### src/rtl/core_sequencer.sv
// Multi-cycle instruction sequencer: fetch/decode/execute/mem/writeback control
// around an external ALU, with memory-ack timeouts and a sticky halt state.
module core_sequencer #(
    parameter int          DATA_WIDTH = 32,
    parameter int unsigned RESET_PC   = 0,
    parameter int          TIMEOUT    = 16
) (
    input  logic                  clk,
    input  logic                  rst,
    input  logic                  run,
    output logic                  imem_req,
    output logic [DATA_WIDTH-1:0] imem_addr,
    input  logic                  imem_ack,
    input  logic [31:0]           imem_rdata,
    output logic [31:0]           ir,
    output logic [DATA_WIDTH-1:0] pc,
    input  logic [DATA_WIDTH-1:0] alu_pc_next,
    input  logic                  alu_rf_we,
    input  logic                  alu_ram_we,
    output logic                  dmem_req,
    input  logic                  dmem_ack,
    output logic                  ram_we,
    output logic                  rf_we,
    output logic [2:0]            state,
    output logic                  halted,
    output logic [2:0]            cause,
    output logic [DATA_WIDTH-1:0] instret
);

    typedef enum logic [2:0] {
        S_IDLE      = 3'd0,
        S_FETCH     = 3'd1,
        S_DECODE    = 3'd2,
        S_EXECUTE   = 3'd3,
        S_MEM       = 3'd4,
        S_WRITEBACK = 3'd5,
        S_HALT      = 3'd6
    } state_t;

    localparam int WAIT_W = (TIMEOUT > 1) ? $clog2(TIMEOUT + 1) : 1;
    localparam logic [WAIT_W-1:0] WAIT_LAST = WAIT_W'(TIMEOUT - 1);

    localparam logic [6:0] OP_RTYPE  = 7'b0110011;
    localparam logic [6:0] OP_ITYPE  = 7'b0010011;
    localparam logic [6:0] OP_BRANCH = 7'b1100011;
    localparam logic [6:0] OP_LOAD   = 7'b0000011;
    localparam logic [6:0] OP_STORE  = 7'b0100011;
    localparam logic [6:0] OP_LUI    = 7'b0110111;
    localparam logic [6:0] OP_AUIPC  = 7'b0010111;
    localparam logic [6:0] OP_JAL    = 7'b1101111;
    localparam logic [6:0] OP_JALR   = 7'b1100111;
    localparam logic [6:0] OP_SYSTEM = 7'b1110011;

    localparam logic [2:0] CAUSE_NONE     = 3'd0;
    localparam logic [2:0] CAUSE_ILLEGAL  = 3'd1;
    localparam logic [2:0] CAUSE_ECALL    = 3'd2;
    localparam logic [2:0] CAUSE_TIMEOUT  = 3'd3;
    localparam logic [2:0] CAUSE_MISALIGN = 3'd4;

    state_t                state_q, state_d;
    logic [DATA_WIDTH-1:0] pc_q, pc_d;
    logic [31:0]           ir_q, ir_d;
    logic [DATA_WIDTH-1:0] instret_q, instret_d;
    logic [2:0]            cause_q, cause_d;
    logic                  halted_q, halted_d;
    logic [WAIT_W-1:0]     wait_q, wait_d;

    logic [6:0] opcode;
    logic       target_aligned;
    logic       op_executable;

    assign opcode         = ir_q[6:0];
    assign target_aligned = (alu_pc_next[1:0] == 2'b00);

    always_comb begin
        case (opcode)
            OP_RTYPE, OP_ITYPE, OP_BRANCH, OP_LOAD, OP_STORE,
            OP_LUI, OP_AUIPC, OP_JAL, OP_JALR: op_executable = 1'b1;
            default:                           op_executable = 1'b0;
        endcase
    end

    always_comb begin
        state_d   = state_q;
        pc_d      = pc_q;
        ir_d      = ir_q;
        instret_d = instret_q;
        cause_d   = cause_q;
        wait_d    = wait_q;

        case (state_q)
            S_IDLE: begin
                if (run) begin
                    state_d = S_FETCH;
                    wait_d  = '0;
                end
            end
            S_FETCH: begin
                // An ack in the final allowed cycle still wins over the timeout.
                if (imem_ack) begin
                    ir_d    = imem_rdata;
                    state_d = S_DECODE;
                end else if (wait_q == WAIT_LAST) begin
                    state_d = S_HALT;
                    cause_d = CAUSE_TIMEOUT;
                end else begin
                    wait_d = wait_q + 1'b1;
                end
            end
            S_DECODE: begin
                if (op_executable) begin
                    state_d = S_EXECUTE;
                end else if (opcode == OP_SYSTEM) begin
                    state_d = S_HALT;
                    cause_d = CAUSE_ECALL;
                end else begin
                    state_d = S_HALT;
                    cause_d = CAUSE_ILLEGAL;
                end
            end
            S_EXECUTE: begin
                if (opcode == OP_LOAD || opcode == OP_STORE) begin
                    state_d = S_MEM;
                    wait_d  = '0;
                end else begin
                    state_d = S_WRITEBACK;
                end
            end
            S_MEM: begin
                if (dmem_ack) begin
                    state_d = S_WRITEBACK;
                end else if (wait_q == WAIT_LAST) begin
                    state_d = S_HALT;
                    cause_d = CAUSE_TIMEOUT;
                end else begin
                    wait_d = wait_q + 1'b1;
                end
            end
            S_WRITEBACK: begin
                // A misaligned target retires nothing: pc and instret stay put.
                if (!target_aligned) begin
                    state_d = S_HALT;
                    cause_d = CAUSE_MISALIGN;
                end else begin
                    pc_d      = alu_pc_next;
                    instret_d = instret_q + 1'b1;
                    state_d   = run ? S_FETCH : S_IDLE;
                    wait_d    = '0;
                end
            end
            S_HALT: begin
                state_d = S_HALT;
            end
            default: begin
                state_d = S_IDLE;
                cause_d = CAUSE_NONE;
            end
        endcase

        halted_d = (state_d == S_HALT);
    end

    always_ff @(posedge clk) begin
        if (rst) begin
            state_q   <= S_IDLE;
            pc_q      <= DATA_WIDTH'(RESET_PC);
            ir_q      <= '0;
            instret_q <= '0;
            cause_q   <= CAUSE_NONE;
            halted_q  <= 1'b0;
            wait_q    <= '0;
        end else begin
            state_q   <= state_d;
            pc_q      <= pc_d;
            ir_q      <= ir_d;
            instret_q <= instret_d;
            cause_q   <= cause_d;
            halted_q  <= halted_d;
            wait_q    <= wait_d;
        end
    end

    // Strobes decode the registered state; rst forces them low in the same cycle.
    assign imem_req = !rst && (state_q == S_FETCH);
    assign dmem_req = !rst && (state_q == S_MEM);
    assign ram_we   = !rst && (state_q == S_MEM) && alu_ram_we && (opcode == OP_STORE);
    assign rf_we    = !rst && (state_q == S_WRITEBACK) && target_aligned && alu_rf_we
                      && (opcode != OP_BRANCH) && (opcode != OP_STORE);

    assign imem_addr = pc_q;
    assign pc        = pc_q;
    assign ir        = ir_q;
    assign instret   = instret_q;
    assign state     = state_q;
    assign cause     = cause_q;
    assign halted    = halted_q;

endmodule
### config.mk
export PLATFORM = sky130hd
export DESIGN_NAME = core_sequencer
export DESIGN_NICKNAME = d
export VERILOG_FILES = /design/src/rtl/core_sequencer.sv
export SDC_FILE = /design/constraint.sdc
export NUM_CORES = 1
export LEC_CHECK = 0
export CORE_ASPECT_RATIO = 1.2
export CORE_MARGIN = 2
export CORE_UTILIZATION = 45
export CTS_BUF_LIST = sky130_fd_sc_hd__clkbuf_16
export DETAILED_ROUTE_END_ITERATION = 8
export DONT_BUFFER_PORTS = 1
export GPL_ROUTABILITY_DRIVEN = 0
export PLACE_DENSITY = 0.57
export SLEW_MARGIN = 5
export SYNTH_ARGS = -nofsm -noshare
export SYNTH_HDL_FRONTEND = slang
export SYNTH_SLANG_ARGS = --single-unit
### constraint.sdc
create_clock -name clk -period 2.6 [get_ports clk]
set_input_delay 0.13 -clock clk [delete_from_list [all_inputs] [get_ports clk]]
set_output_delay 0.13 -clock clk [all_outputs]
set_load 0.02 [all_outputs]
; ---- Word level (Yosys, flattened, before mapping)
; Cells that the tools add are included.
; W data, S select, Z words.
[word_totals]
ff_bits = 108
input_bits = 71
out_inout_bits = 139
[classes]
addsub = 2
eq_ne = 27
muxes = 24
bitwise = 1
reduce_logical = 20
[op_table]
columns = cell, n
row1 = $mux W3, 11
row2 = $add A32 B1 Y32 const B, 1
row3 = $mux W5, 6
row4 = $eq A7 B7 Y1 const B, 4
row5 = $pmux W5 S5, 1
row6 = $eq A7 B6 Y1 const B, 3
row7 = $pmux W3 S7, 1
row8 = $pmux W3 S5, 1
row9 = $eq A7 B5 Y1 const B, 2
row10 = $ne A2 B2 Y1 const B, 7
row11 = $eq A3 B3 Y1 const B, 4
row12 = $logic_and A1 B1 Y1, 9
row13 = $reduce_or A9 Y1, 1
row14 = $eq A7 B2 Y1 const B, 1
row15 = $ne A7 B6 Y1 const B, 1
row16 = $ne A7 B7 Y1 const B, 1
row17 = $eq A3 B2 Y1 const B, 2
row18 = $reduce_and A6 Y1, 1
row19 = $add A5 B1 Y5 const B, 1
row20 = $eq A5 B4 Y1 const B, 1
row21 = $reduce_and A5 Y1, 1
row22 = $reduce_bool A5 Y1, 1
row23 = $reduce_and A2 Y1, 2
row24 = $eq A3 B1 Y1 const B, 1
row25 = other kinds (8), 10

; ---- Longest topological paths before layout
; Gate-level depths: netlist (run 1).
[logic_depth]
ltp_word = 6
ltp_mapped = 8
ltp_nobuf = 8

; ---- Least setup slack after synthesis (run 1)
; OpenSTA, ideal clock, no wires.
[synth_timing]
kind = flip-flop to flip-flop
start = register wait_q[0]
end = register wait_q[3]
t_arrival_ns = 2.021
t_required_ns = 2.530
setup_slack_ns = 0.509
stages_incl_launch_ff = 9
n_path_buf = 0
synth_period_minus_slack_ns = 2.091
cell_sequence = dfxtp_1 -> ha_1 -> and3_1 -> ha_1 -> o21ba_2 -> o221ai_1 -> nand3_1 -> or4_1 -> a21oi_1
[synth_between]
elab_chain_cells = 4
[synth_lines]
columns = item, line
row1 = "start, declared", 66  ; logic [WAIT_W-1:0] wait_q, wait_d;
row2 = "start signal, assigned", 179  ; wait_q <= wait_d;
row3 = $add A5 B1 Y5 or $eq A5 B4 Y1 (tied branches), --
row4 = $mux W5 (*), "103, 132"
row5 = $mux W5 (on tied branches), "130, 100"
row6 = $pmux W5 S5 (*), 91  ; case (state_q)
; Mark *: on every way between the ends. The rest lies on a longest branch, timed or not. The select of a mux whose other input is x is not followed.
; A chain may end at the register's enable or synchronous reset.

; ---- Worst setup path after layout (run 1)
; Ends and elaborated chain as after synthesis.

==> results.yml, run 1 <==
run_status:
  status: "complete, no violations"
setup_path:
  crit_start: "wait_q[0]$_SDFFE_PP0P_"
  path_cells: "ha_1, and3_1, ha_1, o21ba_2, o221ai_1, nand3_1, or4_1, a21oi_1"
  cp-start-kind: "flop"
  crit_path_max_incr_delay_ps: 470
  reg2reg_from: "wait_q[0]$_SDFFE_PP0P_"
  required_ps: 2870
  cp_common_cell: "ha_1"
  slowest_stage: "or4_1"
  crit_type: "reg -> reg"
  cp_max_fo: 7
  cp_data_arrival_time_ps: 2630
  cp-end-kind: "flop"
cells_and_area:
  design_area_mm2: 0.00563
  final_common_cell: "nand2_1"
  drive_gt1_frac: 0.0829
  stdcell_count: 756
  area_growth_pct: 19.1
  fin_util: 0.543
  diodes: 0
  final_cell_mix: "nand2_1, dfxtp_1, a21oi_1"
  nets: 696
  fillers: 969
sta:
  final.setup.tns_ps: 0
  fin_crit_sh: 0.906
  clock_skew_ps: 7.77
  worstMarginPinSlew_ps: 1080
  fin_crit_ps: 2360
  hold_viol: 0
  slew_violations: 0
  fin_hold_ws_ps: 45.3
  max_freq_mhz: 425
  grt_setup_unrepaired: "false"
  setup_viol_count_final: 0
  relSlewSlack: 0.282
floorplanning:
  start_util: 0.456
  fp.dieH_um: 116
  die_area_mm2: 0.0113
  core_mm2: 0.0104
  io_pins: 210
  die_w_um: 97.6
  num_rows: 41
synthesis:
  syn_area_mm2: 0.00473
  synth_cell_types: 48
  synth-seq-area-share: 0.457
  synth-seq-cells: 108
  syn_area_per_cell_um2: 7.98
  ys_async_sr_fraction: 0
  yosysWarnings: 0
  synth_edf_count: 0
  netlist_instances: 593
  ys.flop_type: "dfxtp_1"
  synth_nets: 667
route:
  firstDrtPassIters: 4
  dr_total_vias: 3979
  routed_wl_mm: 11.8
  detail_route.wl_per_cell_um: 15.6
  drc_errors: 0
  viasPerCell: 5.26
  antenna_left: 0
  drt_iter0_drc: 168
hold_path:
  hp-start: "rst"
  hold_class: "in -> reg"
clock_tree:
  cts_root_buf: "clkbuf_16"
  htreeDepth: 3
  cts_tree: "yes"
  insertion_delay_ps: 340
  clock_path_buffers: 2
  clkTransAtPathRegs_ps: 70
  cts_buffers: 9
  cts_resized: 0
  clock-sinks: 108
placement:
  hpwl_mm: 7.51
  place_area_mm2: 0.00469
  place.port_buffers: 0
  dp_cells: 677
global_route:
  use_met2: 0.349
  antenna_found_initial: 0
  grt_pass1_vias: 3750
  grt_usage: 0.201
  grt_pass1_wl_mm: 18.7
  use_met1: 0.240
  grt-busiest-layer: "met2"
  overflow: 0
  grt_max_degree: 103
  use_met3: 0.0557
run:
  cap_viol_max_count: 0
power_and_ir_drop:
  power-per-cell-area_mw_per_mm2: 619
  ir_drop_mv: 0.310
  leakagePower_nw: 1.93
## flip-flops by register name, summed over array words and instances, names as in the netlist
| name | count |
|---|---|
| state | 3 |
| wait_q | 5 |
| cause | 3 |
| imem_addr | 32 |
| instret | 32 |
| ir | 32 |
| halted | 1 |
## through the flow
step | total power [mW] | setup slack [ps]
floorplan | 2.02 | 509
global placement | 2.06 | 376
detailed placement | 2.06 | 295
CTS | 3.52 | 270
global route | 3.63 | 36.7
finish | 3.49 | 245
## cell families (layout without fill, tap and decap cells)
family / Yosys count / in the layout / synth area share
fa+ha+maj: 3 / 3 / 0.00794
compound gates: 103 / 103 / 0.123
buf+inv: 79 / 113 / 0.0918
flops: 108 / 108 / 0.457
simple gates: 273 / 273 / 0.270
xor+xnor: 27 / 27 / 0.0500
## repair_timing
item,in CTS,in global routing
hold endpoints to repair,102,0
hold buffers,63,0
setup buffers,0,0
## cell type report
class | count | area, um2 | area share
Timing Repair Buffer | 87 | 841 | 0.149
Clock inverter | 7 | 66.3 | 0.0118
Clock buffer | 9 | 225 | 0.0400
Multi-Input combinational cell | 406 | 2140 | 0.380
Sequential cell | 108 | 2160 | 0.384
Inverter | 10 | 37.5 | 0.00667
Tap cell | 129 | 161 | 0.0287
## metal layers
metal / part of all wire / wire length, um / vias to the layer above
met2: 0.49 / 5810 / 141
met3: 0.068 / 798 / 14
met5: 0 / 0 / -
met4: 0.015 / 172 / 0
li1: - / - / 2017
met1: 0.42 / 4980 / 1807
## worst max-delay path: cells and delay by family (launching register included)
kind,cells,cell delay (ps)
AND/OR/NAND/NOR,3,870
flip-flops,1,340
adder cells (fa/ha/maj),2,500
AO/OA/AOI/OAI,3,580
## power breakdown
part | total, mW | internal [mW] | switching [mW]
Sequential | 1.78 | 1.70 | 0.0801
Clock | 1.36 | 0.744 | 0.613
Combinational | 0.352 | 0.158 | 0.194
## synth_stat cells (all sizes together), types with 8 or more instances
cell,number,area (um2)
nand2,144,541
dfxtp,108,2160
a21oi,76,380
buf,38,280
nor2,38,143
clkbuf,31,116
xnor2,21,184
nand3,15,80.1
nor3,13,65.1
nor4,12,75.1
inv,10,37.5
nand4,8,56.3
## worst paths after layout
| check | to | slack (ps) | depth (start not counted) |
|---|---|---|---|
| min | instret[31]$_SDFFE_PP0P_ | 50 | 2 |
| min reg2reg | wait_q[4]$_SDFFE_PP0P_ | 480 | 2 |
| max reg2reg | wait_q[3]$_SDFFE_PP0P_ | 240 | 8 |
| max | wait_q[3]$_SDFFE_PP0P_ | 240 | 8 |
Note: power is estimated with default switching activity, not from simulation.
==> inputs of run 2 (changes only) <==
--- a/config.mk
+++ b/config.mk
@@ -12,6 +12,7 @@
 export DETAILED_ROUTE_END_ITERATION = 8
 export DONT_BUFFER_PORTS = 1
 export GPL_ROUTABILITY_DRIVEN = 0
+export MAX_ROUTING_LAYER = met4
 export PLACE_DENSITY = 0.57
 export SLEW_MARGIN = 5
 export SYNTH_ARGS = -nofsm -noshare
==> results.yml, run 2 (synthesized netlist as in run 1, its figures left out) <==
run_status:
  status: "complete, no violations"
clock_tree:
  clkTransAtPathRegs_ps: 70
  cts_setup_buffers: 0
  clock-sinks: 108
  cts_root_buf: "clkbuf_16"
  clock_path_buffers: 2
  cts_tree: "yes"
  cts_resized: 0
  cts_buffers: 9
  htreeDepth: 3
  insertion_delay_ps: 350
floorplanning:
  die_w_um: 97.6
  die_area_mm2: 0.0113
  io_pins: 210
  fp.dieH_um: 116
  start_util: 0.456
  core_mm2: 0.0104
  num_rows: 41
power_and_ir_drop:
  p_int_mw: 2.60
  switchingPower_mw: 0.884
  clockPowerShare: 0.389
  combPwrFrac: 0.101
  seq_power_share: 0.510
  power-per-cell-area_mw_per_mm2: 619
  swShare: 0.254
  leakagePower_nw: 1.93
  ir_drop_mv: 0.310
sta:
  slew_violations: 0
  setup_viol_count_final: 0
  worstMarginPinSlew_ps: 1090
  relSlewSlack: 0.275
  hold_viol: 0
  fin_crit_ps: 2350
  fin_crit_sh: 0.904
  grt_setup_unrepaired: "false"
  setup_slack_ps: 250
  fin_hold_ws_ps: 45.1
  max_freq_mhz: 425
  final.setup.tns_ps: 0
  clock_skew_ps: 8.82
placement:
  hpwl_mm: 7.51
  place.port_buffers: 0
  dp_cells: 677
  post-place-ws_ps: 295
  place_area_mm2: 0.00469
route:
  viasPerCell: 5.27
  antenna_left: 0
  drt_iter0_drc: 169
  detail_route.wl_per_cell_um: 15.5
  routed_wl_mm: 11.7
  dr_total_vias: 3985
  drc_errors: 0
  firstDrtPassIters: 4
setup_path:
  crit_path_max_incr_delay_ps: 470
  cp_data_arrival_time_ps: 2620
  slowest_stage: "or4_1"
  worst-path-buf-inv: 0
  required_ps: 2870
  critical-path-top-delay-family: "simple AND/OR/NAND/NOR gates"
  crit_type: "reg -> reg"
  cp-end-kind: "flop"
  path_cells: "ha_1, and3_1, ha_1, o21ba_2, o221ai_1, nand3_1, or4_1, a21oi_1"
  cp_max_fo: 7
  cp-start-kind: "flop"
  cp_common_cell: "ha_1"
global_route:
  grt_max_degree: 103
  grt_pass1_vias: 3751
  grt_usage: 0.208
  overflow: 0
  antenna_found_initial: 0
  grt_pass1_wl_mm: 18.7
cells_and_area:
  area_growth_pct: 19.1
  stdcell_count: 756
  diodes: 0
  final_common_cell: "nand2_1"
  nets: 696
  final_cell_mix: "nand2_1, dfxtp_1, a21oi_1"
  design_area_mm2: 0.00563
  drive_gt1_frac: 0.0829
hold_path:
  hold_class: "in -> reg"
run:
  cap_viol_max_count: 0
run 2: layout make-up:
| cell class | instances | area [um2] |
|---|---|---|
| fill | 969 | 4730 |
| sequential | 108 | 2160 |
| multi-input combinational | 406 | 2140 |
| timing repair buffer | 87 | 841 |
| clock buffer | 9 | 225 |
| tap | 129 | 161 |
| clock inverter | 7 | 66.3 |
| inverter | 10 | 37.5 |
run 2: power by group through the flow:
stage / clock [mW] / combinational [mW] / sequential [mW]
floorplan: 0 / 0.209 / 1.82
detailed placement: 0 / 0.247 / 1.82
finish: 1.35 / 0.351 / 1.78
CTS: 1.39 / 0.350 / 1.78
global placement: 0 / 0.242 / 1.82
global route: 1.46 / 0.392 / 1.78
run 2: timing repair:
item | 4_1_cts | 5_1_grt
endpoints found under the setup margin | 0 | 0
hold buffers | 63 | 0
hold endpoints to repair | 102 | 0
run 2: layer usage:
layer	global-route usage	vias up	part of all wire
met5	-	-	0
met4	0.0750	0	0.015
met3	0.0521	15	0.065
met2	0.349	142	0.50
met1	0.244	1814	0.42
li1	-	2014	-
run 2: through the flow:
| step | util | total power [mW] |
|---|---|---|
| 2_1_floorplan | - | 2.02 |
| 3_3_place_gp | 0.453 | 2.06 |
| 3_5_place_dp | 0.453 | 2.06 |
| 4_1_cts | 0.543 | 3.52 |
| 5_1_grt | 0.543 | 3.63 |
| 6_report | 0.543 | 3.48 |
run 2: final timing paths:
kind,endpoint,slack (ps),startpoint,depth (start not counted)
setup / recovery,wait_q[3]$_SDFFE_PP0P_,250,wait_q[0]$_SDFFE_PP0P_,8
hold / removal,instret[31]$_SDFFE_PP0P_,50,rst,2
setup reg to reg,wait_q[3]$_SDFFE_PP0P_,250,wait_q[0]$_SDFFE_PP0P_,8
hold reg to reg,wait_q[4]$_SDFFE_PP0P_,480,wait_q[4]$_SDFFE_PP0P_,2
==> inputs of run 3 (changes only) <==
--- a/config.mk
+++ b/config.mk
@@ -13,7 +13,6 @@
 export DONT_BUFFER_PORTS = 1
 export GPL_ROUTABILITY_DRIVEN = 0
 export MAX_ROUTING_LAYER = met4
-export PLACE_DENSITY = 0.57
 export SLEW_MARGIN = 5
 export SYNTH_ARGS = -nofsm -noshare
 export SYNTH_HDL_FRONTEND = slang
==> results.yml, run 3 (synthesized netlist as in run 1, its figures left out) <==
cells_and_area:
  nets: 691
  fillers: 950
  multi_input_area_mm2: 0.00214
  final_common_cell: "nand2_1"
  design_area_mm2: 0.00562
  diodes: 0
  drive_gt1_frac: 0.0741
  stdcell_count: 750
  final_cell_mix: "nand2_1, dfxtp_1, a21oi_1"
  seq_area_mm2: 0.00216
  area_growth_pct: 18.8
power_and_ir_drop:
  totalPowerFinal_mw: 3.64
  power-per-cell-area_mw_per_mm2: 648
  leakagePower_nw: 1.91
  ir_drop_mv: 0.410
floorplanning:
  start_util: 0.456
  num_rows: 41
  core_mm2: 0.0104
  fp.dieH_um: 116
  die_area_mm2: 0.0113
  die_w_um: 97.6
  io_pins: 210
setup_path:
  crit_start: "wait_q[0]$_SDFFE_PP0P_"
  cp-end-kind: "flop"
  cp_max_fo: 7
  reg2reg_from: "wait_q[0]$_SDFFE_PP0P_"
  cp-start-kind: "flop"
  crit_path_max_incr_delay_ps: 470
  worst-path-buf-inv: 0
  path_cells: "ha_1, and3_1, ha_1, o21ba_2, o221ai_1, nand3_1, or4_1, a21oi_1"
  slowest_stage: "or4_1"
  cp_data_arrival_time_ps: 2640
  crit_type: "reg -> reg"
  required_ps: 2870
  r2r-end: "wait_q[3]$_SDFFE_PP0P_"
  r2r_cells: 8
  reg2reg_slack_ps: 230
  critical-path-top-delay-family: "simple AND/OR/NAND/NOR gates"
  cp_common_cell: "ha_1"
route:
  routed_wl_mm: 11.7
  dr_total_vias: 4057
  met1_length_mm: 4.72
  drt_iter0_drc: 129
  detailroute.wirelength.met3_um: 897
  detail_route.wl_per_cell_um: 15.6
  dr_wl_met2_mm: 5.80
  drc_errors: 0
  viasPerCell: 5.41
  antenna_left: 0
  firstDrtPassIters: 4
  topRoutingLayerUsed: "met4"
placement:
  place_area_mm2: 0.00464
  hpwl_mm: 7.52
  place.port_buffers: 0
  dp_cells: 672
global_route:
  antenna_found_initial: 0
  grt_max_degree: 103
  overflow: 0
  grt_pass1_wl_mm: 18.7
  grt_pass1_vias: 3904
  grt_usage: 0.208
clock_tree:
  clock-sinks: 108
  cts_resized: 0
  clkTransAtPathRegs_ps: 70
  cts_root_buf: "clkbuf_16"
  htreeDepth: 3
  clock_path_buffers: 2
  cts_tree: "yes"
  cts_buffers: 9
  insertion_delay_ps: 340
  cts_setup_buffers: 0
hold_path:
  min_to: "instret[31]$_SDFFE_PP0P_"
  hold_class: "in -> reg"
  hp-start: "rst"
  hold_depth: 2
sta:
  slew_violations: 0
  max_freq_mhz: 422
  clock_skew_ps: 5.61
  grt_setup_unrepaired: "false"
  setup_viol_count_final: 0
  fin_crit_sh: 0.912
  hold_viol: 0
  fin_crit_ps: 2370
  worstMarginPinSlew_ps: 1060
  final.setup.tns_ps: 0
  relSlewSlack: 0.291
run_status:
  status: "complete, no violations"
run:
  cap_viol_max_count: 0
==> run 3: cell types whose count changed in the layout (fill, tap and decap cells not counted) <==
cell / previous run / this run
buf_12: 1 / 0
inv_6: 1 / 0
buf_4: 23 / 19
clkinv_4: 1 / 0
clkinv_2: 3 / 2
bufinv_16: 1 / 3
==> run 3: worst register-to-register path: cells and delay by family (launching register included) <==
kind / cells / cell delay, ps
AOI/OAI and AO/OA: 3 / 590
and+or+nand+nor: 3 / 890
adders and majority gates: 2 / 490
DFF: 1 / 330
==> run 3: routing by layer <==
metal	GRT usage	up-vias
li1	-	2003
met2	0.360	153
met4	0.0880	0
met5	-	-
met3	0.0563	24
met1	0.227	1877
==> run 3: worst max path at each step <==
| stage | endpoint | cells past startpoint | slack [ps] |
|---|---|---|---|
| after global placement | wait_q[3]$_SDFFE_PP0P_ | 8 | 380 |
| after global routing | wait_q[3]$_SDFFE_PP0P_ | 8 | 90 |
| after floorplan | wait_q[3]$_SDFFE_PP0P_ | 8 | 510 |
| after CTS | wait_q[3]$_SDFFE_PP0P_ | 8 | 230 |
| after detailed placement | wait_q[3]$_SDFFE_PP0P_ | 8 | 250 |
| final | wait_q[3]$_SDFFE_PP0P_ | 8 | 230 |
==> run 3: power by group <==
part | switching (mW) | leakage (nW) | internal [mW]
Sequential | 0.0808 | 0.872 | 1.70
Clock | 0.580 | 0.163 | 0.929
Combinational | 0.194 | 0.878 | 0.158
==> run 3: repair_timing <==
item,CTS,global route
endpoints found under the hold margin,102,0
hold buffers,63,0
setup endpoints to repair,0,0
==> run 3: final cells by class <==
| class | count | area share |
|---|---|---|
| clock inverter | 6 | 0.0185 |
| multi-input combinational | 406 | 0.381 |
| tap | 129 | 0.0287 |
| clock buffer | 9 | 0.0401 |
| inverter | 10 | 0.00668 |
| timing repair buffer | 82 | 0.141 |
| sequential | 108 | 0.385 |
==> run 3: per-stage QoR <==
step | hold WS, ps | util | setup WS (ps)
finish | 44.3 | 0.542 | 230
global route | 46.2 | 0.542 | 88.3
CTS | 24.2 | 0.542 | 233
detailed placement | 210 | 0.448 | 251
global placement | 208 | 0.448 | 381
floorplan | 266 | - | 509
